**config.mk**
```make
export PLATFORM = sky130hd
export DESIGN_NAME = bitmap_fetch
export DESIGN_NICKNAME = d
export VERILOG_FILES = /design/src/rtl/bitmap_fetch.sv
export SDC_FILE = /design/constraint.sdc
export NUM_CORES = 1
export LEC_CHECK = 0
export CORE_MARGIN = 5
export CORE_UTILIZATION = 47
export CTS_CLUSTER_SIZE = 20
export DETAILED_ROUTE_END_ITERATION = 10
export GPL_TIMING_DRIVEN = 0
export PLACE_DENSITY = 0.77
export SYNTH_ARGS = -nofsm -noshare
export SYNTH_HDL_FRONTEND = slang
export SYNTH_SLANG_ARGS = --single-unit
```
**constraint.sdc**
```tcl
create_clock -name clk -period 2.7 [get_ports clk]
set_input_delay 0.54 -clock clk [delete_from_list [all_inputs] [get_ports clk]]
set_output_delay 0.54 -clock clk [all_outputs]
set_load 0.05 [all_outputs]
```
**src/rtl/bitmap_fetch.sv**
```systemverilog
// Bitmap fetch pipeline: screen x/y -> ROM word address and bit index -> registered pixel.
// Fixed latency of 3+ROM_LAT edges, one pixel per cycle, no back-pressure.
module bitmap_fetch #(
    parameter int X_W       = 11,
    parameter int Y_W       = 11,
    parameter int IMG_W     = 128,
    parameter int IMG_H     = 128,
    parameter int DATA_W    = 8,
    parameter int ADDR_W    = 11,
    parameter int ROM_LAT   = 1,
    parameter int MSB_FIRST = 1
) (
    input  logic              clk,
    input  logic              rst_n,
    input  logic [X_W-1:0]    x,
    input  logic [Y_W-1:0]    y,
    input  logic              data_valid,
    input  logic [X_W-1:0]    org_x,
    input  logic [Y_W-1:0]    org_y,
    input  logic [1:0]        scale,
    output logic [ADDR_W-1:0] rom_addr,
    output logic              rom_en,
    input  logic [DATA_W-1:0] rom_data,
    output logic              pix_on,
    output logic              pix_in,
    output logic              pix_valid
);
    localparam int WPR    = IMG_W / DATA_W;
    localparam int IDX_SH = $clog2(DATA_W);
    localparam int IDX_W  = (IDX_SH > 0) ? IDX_SH : 1;
    localparam int XE     = X_W + 4;
    localparam int YE     = Y_W + 4;

    // Region test is done 4 bits wider so org + (size << 3) can never wrap.
    logic [XE-1:0] x_ext, ox_ext, x_end;
    logic [YE-1:0] y_ext, oy_ext, y_end;
    logic          in_rgn;

    assign x_ext  = {4'b0, x};
    assign ox_ext = {4'b0, org_x};
    assign x_end  = ox_ext + (XE'(IMG_W) << scale);
    assign y_ext  = {4'b0, y};
    assign oy_ext = {4'b0, org_y};
    assign y_end  = oy_ext + (YE'(IMG_H) << scale);
    assign in_rgn = (x_ext >= ox_ext) && (x_ext < x_end) &&
                    (y_ext >= oy_ext) && (y_ext < y_end);

    logic           s1_vld, s1_in;
    logic [X_W-1:0] s1_dx;
    logic [Y_W-1:0] s1_dy;
    logic [1:0]     s1_scale;

    logic [X_W-1:0]    rx, rx_lo;
    logic [Y_W-1:0]    ry;
    logic [ADDR_W-1:0] addr_nxt;
    logic [IDX_W-1:0]  idx_nxt;

    assign rx       = s1_dx >> s1_scale;
    assign ry       = s1_dy >> s1_scale;
    assign rx_lo    = rx & X_W'(DATA_W - 1);
    assign idx_nxt  = rx_lo[IDX_W-1:0];
    assign addr_nxt = ADDR_W'(ry) * ADDR_W'(WPR) + ADDR_W'(rx >> IDX_SH);

    // Index/flags travel alongside the ROM access; entry ROM_LAT lines up with rom_data.
    logic [ROM_LAT:0]            vld_pipe, in_pipe;
    logic [ROM_LAT:0][IDX_W-1:0] idx_pipe;
    logic [IDX_W-1:0]            bsel;

    assign bsel = (MSB_FIRST != 0) ? IDX_W'(DATA_W - 1) - idx_pipe[ROM_LAT]
                                   : idx_pipe[ROM_LAT];

    always_ff @(posedge clk) begin
        if (!rst_n) begin
            s1_vld    <= 1'b0;
            s1_in     <= 1'b0;
            s1_dx     <= '0;
            s1_dy     <= '0;
            s1_scale  <= '0;
            rom_en    <= 1'b0;
            rom_addr  <= '0;
            vld_pipe  <= '0;
            in_pipe   <= '0;
            idx_pipe  <= '0;
            pix_valid <= 1'b0;
            pix_in    <= 1'b0;
            pix_on    <= 1'b0;
        end else begin
            s1_vld   <= data_valid;
            s1_in    <= data_valid && in_rgn;
            s1_dx    <= x - org_x;
            s1_dy    <= y - org_y;
            s1_scale <= scale;

            rom_en <= s1_in;
            if (s1_in)
                rom_addr <= addr_nxt;
            vld_pipe[0] <= s1_vld;
            in_pipe[0]  <= s1_in;
            idx_pipe[0] <= idx_nxt;
            for (int k = 1; k <= ROM_LAT; k++) begin
                vld_pipe[k] <= vld_pipe[k-1];
                in_pipe[k]  <= in_pipe[k-1];
                idx_pipe[k] <= idx_pipe[k-1];
            end

            pix_valid <= vld_pipe[ROM_LAT];
            pix_in    <= in_pipe[ROM_LAT];
            pix_on    <= in_pipe[ROM_LAT] && rom_data[bsel];
        end
    end
endmodule

```
==> flow_metrics.env <==
export IMPL_num_antenna_cells=0
export IMPL_drt_first_pass_iters=5
export IMPL_antenna_found_initial=0
export IMPL_gp_congestion=0.877
export IMPL_yosys_warnings=0
export IMPL_drive_gt1_frac=0.132
export IMPL_seqCellArea_um2=982
export IMPL_drtIter0Drc=85
export IMPL_ys_types=50
export IMPL_powerDensity_nw_per_um2=440
export IMPL_status="complete, no violations"
export IMPL_initial_utilization=0.479
export IMPL_multi_input_area_um2=2380
export IMPL_synth_edf_count=0
export IMPL_core_um2=7180
export IMPL_async_flop_share=0
export IMPL_grt_pass1_vias=2965
export IMPL_portBuffers=71
export IMPL_slowest_stage="ha_1"
export IMPL_grt_pass1_wl_um=12800
export IMPL_postSynthAreaPerCell_um2=8.97
export IMPL_vdd_drop_max_mv=0.193
export IMPL_die_x_um=95.5
export IMPL_drcViolationCount=0
export IMPL_cp_end_kind="flop"
export IMPL_hold_ws_ns=0.438
export IMPL_vias_per_cell=5.26
export IMPL_path_class="in -> reg"
export IMPL_detail_route_wl_per_cell_um=13.7
export IMPL_maxCapViolations=0
export IMPL_wirelength_um=7770
export IMPL_hold_viol=0
export IMPL_cts_buffers_inserted=5
export IMPL_worstPathArrival_ns=2.76
export IMPL_dp_final_hpwl_um=6200
export IMPL_leakage_nw=1.95
export IMPL_synthCells=383
export IMPL_io_pins=72
export IMPL_fp_row_count=31
export IMPL_crit_chain="clkbuf_4 > nor2b_1 > buf_4 > buf_4 > xnor2_1 > ha_2 > xor2_1 > a21oi_2 > xnor2_1 > ha_1 > nand3_1 > o21a_1 > a2111oi_4 > nor4_4"
export IMPL_yosysSeqAreaShare=0.286
export IMPL_vias=2981
export IMPL_cp_num_buf_inv=3
export IMPL_dieArea_um2=9120
export IMPL_syn2layout_area_growth_pct=33.5
export IMPL_synth_seq_cells=49
export IMPL_cts_clk_slew_worst_paths_ns=0.09
export IMPL_nets=567
export IMPL_period_share=0.955
export IMPL_synthFlopType="dfxtp_1"
export IMPL_cts_tree="yes"
export IMPL_clkLatencyLatePin_ns=0.30
export IMPL_final_setup_viol_count=0
export IMPL_r2r_setup_slack_ns=0.23
export IMPL_fin_ws_ns=0.122
export IMPL_fin_crit_ns=2.58
export IMPL_synth_net_count=483
export IMPL_tns_ns=0
export IMPL_worstMarginPinSlew_ns=0.567
export IMPL_slew_violations=0
export IMPL_post_place_ws_ns=-0.830
export IMPL_grt_max_degree=17
export IMPL_path_delay_family="adder cells"
export IMPL_clock_path_buffers=2
export IMPL_fmax_mhz=388
export IMPL_cp_slowest_stage_delay_ns=0.32
export IMPL_syn_area_um2=3440
export IMPL_hp_class="reg -> reg"
export IMPL_required_ns=2.88
export IMPL_finalClockSkew_ns=0.00669
export IMPL_slew_headroom=0.622
export IMPL_crit_fanout=7
export IMPL_die_h_um=95.5
export IMPL_cts_max_level=2
export IMPL_final_antenna_net_count=0
export IMPL_cts_root_buf="clkbuf_8"
export IMPL_fill_cells=594
export IMPL_grt_overflow_total=0
export IMPL_clock_sinks=49
export IMPL_crit_path_start_kind="primary input"
export IMPL_grt_usage=0.174
export IMPL_cts_hold_buf=0
[cells by family (layout without fill, tap and decap cells)]
family / after synthesis / in the layout / share of synthesized area
adders and majority gates: 43 / 43 / 0.163
buffers and inverters: 50 / 135 / 0.0594
xor gates and xnor gates: 22 / 22 / 0.0561
DFF: 49 / 49 / 0.286
AOI/OAI and AO/OA: 87 / 87 / 0.163
muxes: 31 / 31 / 0.124
and+or+nand+nor: 101 / 101 / 0.149
[synthesized netlist by cell type (all sizes together), types with 12 or more instances]
cell,count,area (µm²)
nor2,37,141
nand2,15,58.8
a21oi,26,138
dfxtp,49,981
mux2i,20,200
and2,17,106
nor2b,12,75.1
ha,40,500
o21ai,21,105
inv,37,139
xnor2,14,123
[power breakdown]
part | switching, W | total (W) | internal [W]
combinational | 0.000334 | 0.000694 | 0.000360
clock | 0.000240 | 0.000517 | 0.000277
sequential | 0.0000315 | 0.000807 | 0.000776
total | 0.000605 | 0.00202 | 0.00141
[area by class of cell]
class	instances	share of cell area
buffer	13	0.0205
clock buffer	5	0.0150
clock inverter	3	0.00955
inverter	37	0.0303
multi-input combinational	284	0.520
sequential	49	0.214
tap	99	0.0270
timing repair buffer	77	0.164
[cell usage in the layout (no fill, tap or decap), drive strengths merged, types with 9 or more instances in the layout]
| master | instances |
|---|---|
| clkdlybuf4s50 | 66 |
| dfxtp | 49 |
| ha | 40 |
| inv | 38 |
| nor2 | 37 |
| a21oi | 26 |
| o21ai | 21 |
| mux2i | 20 |
| and2 | 17 |
| buf | 16 |
| nand2 | 15 |
| xnor2 | 14 |
| nor2b | 12 |
| clkbuf | 11 |
| o21a | 9 |
| mux4 | 9 |
[routing by layer]
layer,vias up,part of all wire,GRT usage
met5,-,0,0
met4,0,0.010,0.0391
met3,7,0.046,0.0292
met2,75,0.49,0.320
met1,1395,0.45,0.213
li1,1504,-,-
[state kept, by name (all words and copies together) (netlist names), 2 cells and up]
signal    flops
rom_addr     11
s1_dx        11
s1_dy        10
idx_pipe      6
in_pipe       2
s1_scale      2
vld_pipe      2
[stage by stage]
step / cells / utilization / total power (W) / instance area, µm²
finish: 567 / 0.639 / 0.00202 / 4590
global route: 567 / 0.639 / 0.00214 / 4590
CTS: 563 / 0.614 / 0.00197 / 4410
detailed placement: 553 / 0.595 / 0.00145 / 4270
global placement: 553 / 0.595 / 0.00143 / 4270
floorplan: 383 / - / 0.00125 / 3440
[worst paths after layout]
kind / start / endpoint / cells past startpoint
hold / removal: idx_pipe[0] / idx_pipe[3] / 1
setup reg to reg: s1_scale[1] / rom_addr[9] / 12
setup / recovery: scale[1] / s1_in / 14
hold reg to reg: idx_pipe[0] / idx_pipe[3] / 1
[what timing repair did]
action	in CTS	in global routing
gates resized for setup	9	46
endpoints found under the hold margin	0	0
pin swaps	7	11
setup buffers	2	4
setup endpoints to repair	3	5
Note: power is estimated with default switching activity, not from simulation.
